**config.mk**
```make
export PLATFORM = sky130hd
export DESIGN_NAME = safe_access_ctrl
export DESIGN_NICKNAME = d
export VERILOG_FILES = /design/src/rtl/safe_pkg.sv /design/src/rtl/safe_timer.sv /design/src/rtl/safe_access_ctrl.sv
export SDC_FILE = /design/constraint.sdc
export NUM_CORES = 1
export LEC_CHECK = 0
export ABC_AREA = 1
export CORE_AREA = 2 2 79 81
export DETAILED_ROUTE_END_ITERATION = 6
export DIE_AREA = 0 0 81 83
export GPL_TIMING_DRIVEN = 0
export PLACE_DENSITY = 0.76
export SYNTH_ARGS = -nofsm -noshare
export SYNTH_HDL_FRONTEND = slang
export SYNTH_SLANG_ARGS = --single-unit
```
**constraint.sdc**
```tcl
create_clock -name clk -period 2 [get_ports clk]
set_input_delay 0.4 -clock clk [delete_from_list [all_inputs] [get_ports clk]]
set_output_delay 0.4 -clock clk [all_outputs]
set_load 0.005 [all_outputs]
```
**src/rtl/safe_pkg.sv**
```systemverilog
// safe_pkg: shared types and constants for the safe access controller.
//   state_t          - controller states (PROG only when SAFE_PROG_EN is defined)
//   digit_t          - one keypad digit, values 0..3
//   LED_* constants  - fixed green LED patterns
//   default_digit()  - digit i of the factory code (i mod 4)
//   led_thermo()     - thermometer pattern with n LSBs lit
// Configuration macro: SAFE_PROG_EN.
package safe_pkg;

    typedef logic [1:0] digit_t;

    typedef enum logic [2:0] {
        ST_ENTRY,
        ST_OPEN,
        ST_ERROR,
`ifdef SAFE_PROG_EN
        ST_LOCKOUT,
        ST_PROG
`else
        ST_LOCKOUT
`endif
    } state_t;

    localparam logic [7:0] LED_OFF  = 8'h00;
    localparam logic [7:0] LED_OPEN = 8'hFF;
    localparam logic [7:0] LED_PROG = 8'hAA;

    function automatic digit_t default_digit(input int i);
        return digit_t'(i % 4);
    endfunction

    function automatic logic [7:0] led_thermo(input int n);
        logic [7:0] t;
        t = 8'h00;
        for (int i = 0; i < 8; i++) begin
            if (i < n) t[i] = 1'b1;
        end
        return t;
    endfunction

endpackage

```
**src/rtl/safe_timer.sv**
```systemverilog
// safe_timer: loadable down-counter shared by the timed states.
//   clk, rst  - clock, asynchronous active-high reset (count -> 0)
//   load      - load strobe, count takes load_val on the next edge
//   load_val  - value to load (duration minus one)
//   expired   - high while the count is zero
module safe_timer #(
    parameter int W = 8
) (
    input  logic         clk,
    input  logic         rst,
    input  logic         load,
    input  logic [W-1:0] load_val,
    output logic         expired
);

    logic [W-1:0] count;

    always_ff @(posedge clk or posedge rst) begin
        if (rst) begin
            count <= '0;
        end else if (load) begin
            count <= load_val;
        end else if (count != '0) begin
            count <= count - 1'b1;
        end
    end

    assign expired = (count == '0);

endmodule

```
**src/rtl/safe_access_ctrl.sv**
```systemverilog
// safe_access_ctrl: keypad combination lock with error/lockout timing and
// optional code reprogramming (enabled by macro SAFE_PROG_EN).
//   clk, rst     - clock, asynchronous active-high reset
//   key_valid    - one-cycle pulse, key_digit holds the entered digit
//   key_digit    - digit 0..3
//   prog_req     - one-cycle pulse, requests reprogramming while OPEN
//   led_green    - entry progress thermometer / FF open / AA programming
//   led_red      - high in ERROR and LOCKOUT
//   locked       - high in LOCKOUT
//   fail_cnt     - consecutive failed attempts
//   prog_active  - high in PROG
module safe_access_ctrl
    import safe_pkg::*;
#(
    parameter int CODE_LEN = 3,
    parameter int MAX_FAIL = 3,
    parameter int T_OPEN   = 250_000_000,
    parameter int T_ERR    = 150_000_000,
    parameter int T_LOCK   = 1_500_000_000
) (
    input  logic       clk,
    input  logic       rst,
    input  logic       key_valid,
    input  logic [1:0] key_digit,
    input  logic       prog_req,
    output logic [7:0] led_green,
    output logic       led_red,
    output logic       locked,
    output logic [3:0] fail_cnt,
    output logic       prog_active
);

    localparam int T_MAX = (T_LOCK > T_OPEN) ? ((T_LOCK > T_ERR) ? T_LOCK : T_ERR)
                                             : ((T_OPEN > T_ERR) ? T_OPEN : T_ERR);
    localparam int TW = (T_MAX > 2) ? $clog2(T_MAX) : 1;
    localparam int IW = (CODE_LEN > 1) ? $clog2(CODE_LEN) : 1;

    state_t        state, state_n;
    logic [IW-1:0] idx, idx_n;
    logic [3:0]    fail_n, fail_inc;
    logic          key_ok, last_digit, commit;
    logic          tmr_load, tmr_expired;
    logic [TW-1:0] tmr_val;
    digit_t        code [CODE_LEN];

`ifdef SAFE_PROG_EN
    digit_t        new_code [CODE_LEN];

    // Staging buffer needs no reset: every slot is rewritten before a commit.
    always_ff @(posedge clk) begin
        if (state == ST_PROG && key_valid) new_code[idx] <= key_digit;
    end
`else
    logic unused_prog;
    assign unused_prog = prog_req;

    for (genvar g = 0; g < CODE_LEN; g++) begin : g_const_code
        assign code[g] = default_digit(g);
    end
    assign prog_active = 1'b0;
`endif

    assign key_ok     = (key_digit == code[idx]);
    assign last_digit = (idx == IW'(CODE_LEN - 1));
    assign fail_inc   = (fail_cnt == 4'd15) ? 4'd15 : fail_cnt + 4'd1;

    safe_timer #(.W(TW)) u_timer (
        .clk      (clk),
        .rst      (rst),
        .load     (tmr_load),
        .load_val (tmr_val),
        .expired  (tmr_expired)
    );

    // Timed states are only ever entered from ENTRY on a key, so the timer
    // is loaded with the duration of whichever state that key selects.
    always_comb begin
        state_n  = state;
        idx_n    = idx;
        fail_n   = fail_cnt;
        tmr_load = 1'b0;
        tmr_val  = '0;
        commit   = 1'b0;
        case (state)
            ST_ENTRY: begin
                if (key_valid) begin
                    tmr_load = 1'b1;
                    idx_n    = '0;
                    if (key_ok && last_digit) begin
                        state_n = ST_OPEN;
                        fail_n  = 4'd0;
                        tmr_val = TW'(T_OPEN - 1);
                    end else if (key_ok) begin
                        idx_n = idx + 1'b1;
                    end else begin
                        fail_n = fail_inc;
                        if (fail_inc >= 4'(MAX_FAIL)) begin
                            state_n = ST_LOCKOUT;
                            tmr_val = TW'(T_LOCK - 1);
                        end else begin
                            state_n = ST_ERROR;
                            tmr_val = TW'(T_ERR - 1);
                        end
                    end
                end
            end
            ST_OPEN: begin
`ifdef SAFE_PROG_EN
                // A programming request beats a simultaneous timer expiry.
                if (prog_req) begin
                    state_n = ST_PROG;
                    idx_n   = '0;
                end else
`endif
                if (tmr_expired) begin
                    state_n = ST_ENTRY;
                    idx_n   = '0;
                end
            end
            ST_ERROR: begin
                if (tmr_expired) begin
                    state_n = ST_ENTRY;
                    idx_n   = '0;
                end
            end
            ST_LOCKOUT: begin
                if (tmr_expired) begin
                    state_n = ST_ENTRY;
                    idx_n   = '0;
                    fail_n  = 4'd0;
                end
            end
`ifdef SAFE_PROG_EN
            ST_PROG: begin
                if (key_valid) begin
                    if (last_digit) begin
                        state_n = ST_ENTRY;
                        idx_n   = '0;
                        commit  = 1'b1;
                    end else begin
                        idx_n = idx + 1'b1;
                    end
                end
            end
`endif
            default: begin
                state_n = ST_ENTRY;
                idx_n   = '0;
            end
        endcase
    end

    // Outputs are registered from the next state so they change together
    // with the state itself.
    always_ff @(posedge clk or posedge rst) begin
        if (rst) begin
            state     <= ST_ENTRY;
            idx       <= '0;
            fail_cnt  <= 4'd0;
            led_green <= 8'h01;
            led_red   <= 1'b0;
            locked    <= 1'b0;
`ifdef SAFE_PROG_EN
            prog_active <= 1'b0;
            for (int i = 0; i < CODE_LEN; i++) code[i] <= default_digit(i);
`endif
        end else begin
            state    <= state_n;
            idx      <= idx_n;
            fail_cnt <= fail_n;
            led_red  <= (state_n == ST_ERROR) || (state_n == ST_LOCKOUT);
            locked   <= (state_n == ST_LOCKOUT);
            case (state_n)
                ST_ENTRY: led_green <= led_thermo(int'(idx_n) + 1);
                ST_OPEN:  led_green <= LED_OPEN;
`ifdef SAFE_PROG_EN
                ST_PROG:  led_green <= LED_PROG;
`endif
                default:  led_green <= LED_OFF;
            endcase
`ifdef SAFE_PROG_EN
            prog_active <= (state_n == ST_PROG);
            // Whole code replaced in one edge; the final digit bypasses the buffer.
            if (commit) begin
                for (int i = 0; i < CODE_LEN; i++)
                    code[i] <= (i == int'(idx)) ? key_digit : new_code[i];
            end
`endif
        end
    end

endmodule
```
## Word level (Yosys, flattened, before mapping)

Cells that the tools add are included.

- Flip-flop bits (word level): 50
- Logic and storage cells: 82
- Output and inout port bits: 15
- Input bits: 6

- Reductions and logical operators: 10
- Bitwise logic cells: 1
- $lt $le $gt $ge: 10
- Eq/ne operators: 12
- Add/subtract/negate cells: 4
- Muxes and demuxes: 38

Operator list:

| operator | count |
|---|---|
| $mux 31 | 7 |
| $logic_not 31->1 | 1 |
| $reduce_bool 31->1 | 1 |
| $sub 31x1->31 const B | 1 |
| $mux 4 | 5 |
| $pmux 8 s2 | 1 |
| $eq 3x2->1 const B | 4 |
| $lt 3x3->1 const A | 4 |
| $mux 2 | 6 |
| $mux 3 | 4 |
| $mux 1 | 11 |
| $pmux 4 s2 | 1 |
| $eq 3x1->1 const B | 2 |
| $logic_not 3->1 | 2 |
| $lt 1x3->1 const A | 2 |
| $lt 2x3->1 const A | 2 |
| $pmux 3 s2 | 1 |
| $add 4x1->4 const B | 1 |
| $bmux 2 s2 | 1 |
| $eq 4x4->1 const B | 1 |
| $ge 4x2->1 const B | 1 |
| $ne 2x2->1 const B | 2 |
| $pmux 2 s2 | 1 |
| $reduce_and 4->1 | 1 |
| other kinds (11) | 12 |

## Logic depth before layout (Yosys ltp)

Gate-level depths: netlist of the first run.

- Depth in word-level cells: 13
- Mapped depth: 16
- Depth with buffers taken out: 16

## By module

From an unflattened synthesis of the first run, not the netlist that was laid out.

- Cell total of the unflattened synthesis: 453
- Area total of the unflattened synthesis: 3,176.8 um^2

By module, submodules not included:

| module | area each (um^2) | cells an instance | instances |
|---|---|---|---|
| safe_timer | 2,205.9 | 337 | 1 |
| safe_access_ctrl | 970.9 | 116 | 1 |

## Worst setup path after synthesis of the first run

Ideal clock, no wire load.

- Path type: register -> register
- Start: reg idx[0]
- End: reg led_green[6]
- Stages on the path, launching flop included: 15
- Library setup time: 0.077 ns
- Path slack: -0.107 ns
- Arrival: 2.030 ns
- Path through: dfrtp_1 -> ha_1 -> xnor2_2 -> o21ai_0 -> nor2_1 -> nand3_1 -> o21ai_0 -> nand2_1 -> nand2_1 -> inv_1 -> ha_1 -> nand2_1 -> inv_1 -> nand3_1 -> a21oi_1

- Word-level cells in the longest chain between the ends: 13

RTL lines:

| what | line | RTL |
|---|---|---|
| from (decl) | safe_access_ctrl.sv:39 | `logic [IW-1:0] idx, idx_n;` |
| from (signal assigned) | safe_access_ctrl.sv:169 | `idx <= idx_n;` |
| $not 2->3 (implied by the code) | safe_access_ctrl.sv:63 | `assign key_ok = (key_digit == code[idx]);` |
| $bmux 2 s2 | safe_access_ctrl.sv:63 |  |
| $mux 2 (implied by the code) (2 in a row) | safe_access_ctrl.sv:63 |  |
| $eq 2x2->1 | safe_access_ctrl.sv:63 |  |
| $mux 2 / $logic_and 1x1->1 (equally long branches) | safe_access_ctrl.sv:93, safe_access_ctrl.sv:89 |  |
| $mux 2 * | safe_access_ctrl.sv:89 | `if (key_ok && last_digit) begin` |
| $mux 2 * | safe_access_ctrl.sv:86 | `if (key_valid) begin` |
| $pmux 2 s2 * | safe_access_ctrl.sv:84 | `case (state)` |
| net idx_n[1] | safe_access_ctrl.sv:39 |  |
| $add 2x1->3 * | safe_access_ctrl.sv:174 | `ST_ENTRY: led_green <= led_thermo(int'(idx_n) + 1);` |
| $lt 3x3->1 * | safe_pkg.sv:36 | `if (i < n) t[i] = 1'b1;` |
| $mux 1 * | safe_pkg.sv:36 |  |
| $pmux 8 s2 * | safe_access_ctrl.sv:173 | `case (state_n)` |
| to (signal assigned) | safe_access_ctrl.sv:174 |  |
| to (decl) | safe_access_ctrl.sv:26 | `output logic [7:0] led_green,` |

The timed path passes the listed nets; every way through them passes the cells marked *. The select of a mux whose other input is x is not followed.
A chain may end at the register's enable or synchronous reset.

## Worst setup path in the final report of the first run

- Start: reg idx[1]
- End: reg led_green[6]

- Word-level cells in the longest chain between the ends: 13

RTL lines:

| what | line |
|---|---|
| $not 2->3 (implied by the code) | safe_access_ctrl.sv:63 |
| $bmux 2 s2 | safe_access_ctrl.sv:63 |
| $mux 2 (implied by the code) (2 in a row) | safe_access_ctrl.sv:63 |
| $eq 2x2->1 | safe_access_ctrl.sv:63 |
| $mux 2 / $logic_and 1x1->1 (equally long branches) | safe_access_ctrl.sv:93, safe_access_ctrl.sv:89 |
| $mux 2 | safe_access_ctrl.sv:89 |
| $mux 2 | safe_access_ctrl.sv:86 |
| $pmux 2 s2 * | safe_access_ctrl.sv:84 |
| net idx_n[1] | safe_access_ctrl.sv:39 |
| $add 2x1->3 * | safe_access_ctrl.sv:174 |
| $lt 3x3->1 * | safe_pkg.sv:36 |
| $mux 1 * | safe_pkg.sv:36 |
| $pmux 8 s2 * | safe_access_ctrl.sv:173 |

Marks and branches as above.

==> impl_metrics.yaml, run 1 <==
floorplan:
  dieArea_um2: 6720
  core_um2: 5820
  die_w_um: 81
  rows: 28
  pin_count: 21
  die_h_um: 83
  initial_core_util_pct: 53.2
critical_path:
  arrival_ps: 2390
  cp.required_ps: 2260
  path_max_fanout: 4
  critPathLaunchType: "flip-flop"
  end_kind: "flip-flop"
  path_class: "reg2reg"
pwr:
  peakVddDrop_v: 0.000761
  p_total_w: 0.00446
  swShare_pct: 44.5
  seq_power_share_pct: 37.4
  p_leak_nw: 1.92
  p_sw_w: 0.00199
  power_density_nw_per_um2: 1170
  internal_power_w: 0.00247
  pwr-share-clk_pct: 14.2
  combPwrFrac_pct: 48.4
logic_synthesis:
  syn_avg_cell_area_um2: 7.13
  syn_inst: 434
  yosys.area_share.simple_pct: 33.9
  synth_top_family_by_area: "simple AND/OR/NAND/NOR gates"
  yosys_warnings: 0
  yosysSeqAreaShare_pct: 40.5
  synth_cell_types: 37
  synth_compound_area_share_pct: 9.67
  synth_mux_area_share_pct: 0
  synth_area_um2: 3090
  ys_ff_latch: 50
  synth_xor_area_share_pct: 2.79
  synthAdderAreaFrac_pct: 2.83
sta:
  setup_viol_count_final: 3
  setup_tns_ps: -173
  rsz0062_at_grt: "yes"
  fin_crit_sh_pct: 106
  fmax_ghz: 0.470
  fin_skew_ps: 10.9
  worst_slack_ps: -128
  slew_violations: 0
  fin_crit_ps: 2130
  finalHoldViolCount: 0
clocking:
  clock_latency_ps: 320
  cts_buffer_depth: 2
  cts_tree: "yes"
  clockRootBuffer: "clkbuf_8"
  clk_pin_slew_ps: 100
  cts_sinks: 50
  cts_made_buffers: 5
  htreeDepth: 2
global_routing:
  grt.total_usage_pct: 24.3
  antenna_found_initial: 0
  grt_max_degree: 35
  grt_pass1_vias: 2730
  grt_pass1_wl_mm: 12.8
  overflow: 0
run:
  cap_violations: 0
place:
  place_worst_setup_slack_ps: -510
  gp_congestion: 0.953
  port_buffers: 18
  place_hpwl_mm: 5.56
route:
  route.met3.wl_um: 452
  wirelength_mm: 8.39
  vias: 3015
  wl_met2_mm: 4.25
  drc: 0
  drt_first_pass_iters: 6
  wire_per_inst_um: 15.0
  wl_met1_mm: 3.44
  viasPerCell: 5.40
  highest_layer: "met4"
  drtAntennaViolNets: 0
  drt_iter0_drc: 197
finish:
  layout.nets: 495
  area_delta_synth_final_pct: 23.6
  antenna_cells: 0
  drive_gt1_share_pct: 22.4
worst_hold_path:
  min_path_type: "in2async"
outcome:
  failed_checks: "setup timing"
  status: "finished with violations"
==> critical path, cell delays in order, from the launching register on <==
cell and delay, ps:
dfrtp_1 430, inv_2 80, ha_4 180, xnor2_4 130, buf_4 160, nand2_1 90
nand3_1 80, o21ai_1 80, nand2_1 100, nand2_2 120, inv_2 50, ha_4 270
nand2_4 50, inv_2 50, nand3_2 70, a21oi_2 140
==> cell usage in the layout, fill, tap and decap left out, drive strengths merged, types with 3 or more instances in the layout <==
cell,instances
a21oi,32
buf,27
clkbuf,7
clkdlybuf4s50,18
clkinv,3
dfrtp,49
ha,7
inv,67
nand2,106
nand3,46
nand4,3
nor2,71
nor3,4
o21ai,21
or2,3
xor2,7
==> layout make-up <==
cell class,count,area [um^2]
Buffer,7,55.1
Clock buffer,5,68.8
Clock inverter,3,25.0
Fill cell,520,1990
Inverter,68,264
Multi-Input combinational cell,310,1700
Sequential cell,50,1250
Tap cell,75,93.8
Timing Repair Buffer,40,362
==> flip-flops by register name, indices dropped and copies added (netlist names) <==
name	cells
fail_cnt	4
idx	2
led_green	8
led_red	1
locked	1
state	3
u_timer.count	31
==> synthesized netlist by cell type (all sizes together) <==
cell    number  share of area (%)
o21ai       21                3.4
nand3       46                7.4
a21oi       32                5.3
clkinv       2               0.44
and2         1               0.20
nor2        71                 10
o21a         1               0.24
nand4        3               0.61
clkbuf       3               0.81
inv         66                8.0
o21bai       2               0.49
or2          3               0.61
o31ai        1               0.24
buf          4               0.93
nand2      106                 14
dfstp        1               0.85
dfrtp       49                 40
xor2         7                2.0
ha           7                2.8
and3         1               0.20
conb         1               0.12
xnor2        2               0.81
nor3         4                1.2
==> kinds of logic (layout without fill, tap and decap cells) <==
kind of cell | Yosys count | in the layout
other | 1 | 2
flip-flops | 50 | 50
AO/OA/AOI/OAI | 57 | 57
buffers and inverters | 75 | 123
XOR/XNOR | 9 | 9
AND/OR/NAND/NOR | 235 | 235
adder cells (fa/ha/maj) | 7 | 7
==> final timing paths <==
path	startpoint	end	slack [ps]	cells after the start
min	rst	led_green[7]	360	2
max reg2reg	idx[1]	led_green[6]	-130	15
min in group clk	u_timer.count[27]	u_timer.count[27]	560	3
max in group asynchronous	rst	u_timer.count[18]	1130	3
min reg2reg	u_timer.count[27]	u_timer.count[27]	560	3
max	idx[1]	led_green[6]	-130	15
==> stage by stage <==
stage | utilization [%] | instances | area, um^2 | hold slack [ps]
CTS | 61.7 | 547 | 3590 | 374
floorplan | - | 435 | 3100 | 519
global placement | 58.0 | 528 | 3370 | 548
finish | 65.7 | 558 | 3820 | 358
global route | 65.7 | 558 | 3820 | 400
detailed placement | 58.4 | 529 | 3390 | 548
==> timing repair <==
item | 4_1_cts | 5_1_grt
buffers inserted | 10 | 12
pin swaps | 2 | 12
setup endpoints to repair | 16 | 25
gates resized for setup | 9 | 42
gates cloned | 0 | 0
hold buffers | 0 | 0
endpoints found under the hold margin | 0 | 0
==> power by group through the flow <==
stage          clock [W]  combinational (W)  sequential, W
6_report        0.000632            0.00216        0.00167
5_1_grt         0.000695            0.00242        0.00171
4_1_cts         0.000632            0.00195        0.00164
3_5_place_dp           0            0.00189        0.00166
3_3_place_gp           0            0.00182        0.00164
2_1_floorplan          0            0.00140        0.00159
==> metal layers <==
metal	vias to the layer above	track usage, %
met3	25	3.91
li1	1462	-
met5	-	0
met4	0	6.93
met1	1415	34.3
met2	113	38.4
Power figures use the tool's default switching activity.
==> run 2: changes to the inputs <==
--- a/config.mk
+++ b/config.mk
@@ -9,6 +9,7 @@
 export CORE_AREA = 2 2 79 81
 export DETAILED_ROUTE_END_ITERATION = 6
 export DIE_AREA = 0 0 81 83
+export GPL_ROUTABILITY_DRIVEN = 0
 export GPL_TIMING_DRIVEN = 0
 export PLACE_DENSITY = 0.76
 export SYNTH_ARGS = -nofsm -noshare
==> constraint.sdc (replaced) <==
create_clock -name clk -period 2 [get_ports clk]
set_input_delay 0.5 -clock clk [delete_from_list [all_inputs] [get_ports clk]]
set_output_delay 0.5 -clock clk [all_outputs]
set_load 0.005 [all_outputs]
==> impl_metrics.yaml, run 2 (synthesis gave the netlist of run 1 again) <==
pwr:
  power_density_nw_per_um2: 1150
  pwr-share-clk_pct: 13.8
  p_leak_nw: 1.97
  p_total_w: 0.00445
  swShare_pct: 44.2
  peakVddDrop_v: 0.000729
  combPwrFrac_pct: 48.7
  internal_power_w: 0.00248
  p_sw_w: 0.00196
  seq_power_share_pct: 37.5
critical_path:
  end_kind: "flip-flop"
  r2r_end: "led_green[6]"
  cp.required_ps: 2250
  rr_worst_depth: 15
  path_cells: "buf_6 > ha_4 > nor2_4 > o21ai_4 > nor2_1 > nand3_1 > o21ai_2 > nand2_1 > nand2_2 > inv_2 > ha_4 > nand2_4 > inv_2 > nand3_2 > a21oi_2"
  critPathLaunchType: "flip-flop"
  arrival_ps: 2550
  path_max_fanout: 3
  ff2ff_setup_slack_ps: -300
  path_class: "reg2reg"
  r2r-start: "idx[1]"
  cpPeakStageDelay_ps: 440
  cp_slowest_cell: "dfrtp_1"
  startpoint: "idx[1]"
  endpoint: "led_green[6]"
route:
  wirelength_mm: 8.27
  drt_first_pass_iters: 5
  viasPerCell: 5.41
  drt_iter0_drc: 397
  wire_per_inst_um: 14.8
  drtAntennaViolNets: 0
  drc: 0
  vias: 3024
finish:
  drive_gt1_share_pct: 22.7
  layout_common_cells: "89 x nand2_1, 54 x inv_1, 51 x nor2_1, 48 x dfrtp_1, 43 x nand3_1"
  design_area_um2: 3860
  top_register: "u_timer.count"
  area_delta_synth_final_pct: 24.9
  layout.nets: 496
  antenna_cells: 0
  mostFrequentLayoutCell: "nand2_1"
  largest_reg_flops: 31
  reg.largest.list: "u_timer.count (31), led_green (8), fail_cnt (4)"
global_routing:
  grt_pass1_wl_mm: 12.3
  overflow: 0
  grt_max_degree: 37
  grt_pass1_vias: 2707
  antenna_found_initial: 0
  grt.total_usage_pct: 23.4
worst_hold_path:
  min_path_type: "in2async"
floorplan:
  core_um2: 5820
  die_w_um: 81
  die_h_um: 83
  rows: 28
  dieArea_um2: 6720
  initial_core_util_pct: 53.2
  pin_count: 21
clocking:
  htreeDepth: 2
  clk_pin_slew_ps: 100
  cts_buffer_depth: 2
  cts_sinks: 50
  clock_latency_ps: 310
  cts_tree: "yes"
  cts_made_buffers: 5
  clockRootBuffer: "clkbuf_8"
outcome:
  failed_checks: "setup timing"
  status: "finished with violations"
run:
  cap_violations: 0
place:
  dpl_cell_area_um2: 3390
  port_buffers: 18
  place_hpwl_mm: 5.42
sta:
  worst_slack_ps: -297
  rsz0062_at_grt: "yes"
  fmax_ghz: 0.435
  slew_violations: 0
  fin_skew_ps: 13.6
  fin_crit_ps: 2300
  setup_viol_count_final: 6
  fin_crit_sh_pct: 115
  finalHoldViolCount: 0
run 2: per-layer routing:
metal / GRT usage (%) / share of wire [%] / up-vias
met2: 38.8 / 50 / 134
li1: - / - / 1452
met4: 7.24 / 3.7 / 0
met3: 4.13 / 6.0 / 34
met5: 0 / 0 / -
met1: 30.7 / 40 / 1404
run 2: layout make-up:
class	instances	area [um^2]
multi-input cells	310	1730
clock inverters	2	17.5
inverters	68	264
clock buffers	6	72.6
well taps	75	93.8
fillers	490	1950
flip-flops and latches	50	1250
plain buffers	7	55.1
repair buffers	41	382
run 2: power groups by stage:
stage	Sequential (W)	Clock (W)	Combinational, W
floorplan	0.00159	0	0.00140
global placement	0.00165	0	0.00183
detailed placement	0.00165	0	0.00188
CTS	0.00164	0.000626	0.00194
global route	0.00170	0.000671	0.00244
finish	0.00167	0.000612	0.00217
run 2: through the flow:
step / utilization (%) / hold WS (ps) / worst slack [ps] / TNS, ps / instances
2_1_floorplan: - / 519 / 2.63 / 0 / 435
3_3_place_gp: 58.0 / 551 / -638 / -38660 / 528
3_5_place_dp: 58.4 / 553 / -592 / -7660 / 529
4_1_cts: 61.3 / 472 / -84.4 / -84.4 / 542
5_1_grt: 66.4 / 489 / -380 / -1370 / 559
6_report: 66.4 / 467 / -297 / -856 / 559
run 2: worst min path at each step:
| stage | from | to | slack [ps] | cells after the start |
|---|---|---|---|---|
| after detailed placement | u_timer.count[27] | u_timer.count[27] | 550 | 3 |
| after global routing | rst | u_timer.count[27] | 490 | 2 |
| after global placement | u_timer.count[27] | u_timer.count[27] | 550 | 3 |
| after CTS | rst | u_timer.count[25] | 470 | 2 |
| after floorplan | u_timer.count[1] | u_timer.count[1] | 520 | 2 |
| final | rst | u_timer.count[30] | 470 | 2 |
run 2: worst max-delay path: cells and delay by family (launching register included):
family	cells	cell delay, ps
AO/OA/AOI/OAI	3	310
adder cells (fa/ha/maj)	2	440
buffers and inverters	3	250
flip-flops	1	440
AND/OR/NAND/NOR	7	770
run 2: what timing repair did:
item | in CTS | in global routing
hold buffers | 0 | 0
resized for setup | 14 | 46
setup endpoints to repair | 17 | 25
pin swaps | 5 | 17
buffers inserted | 5 | 17
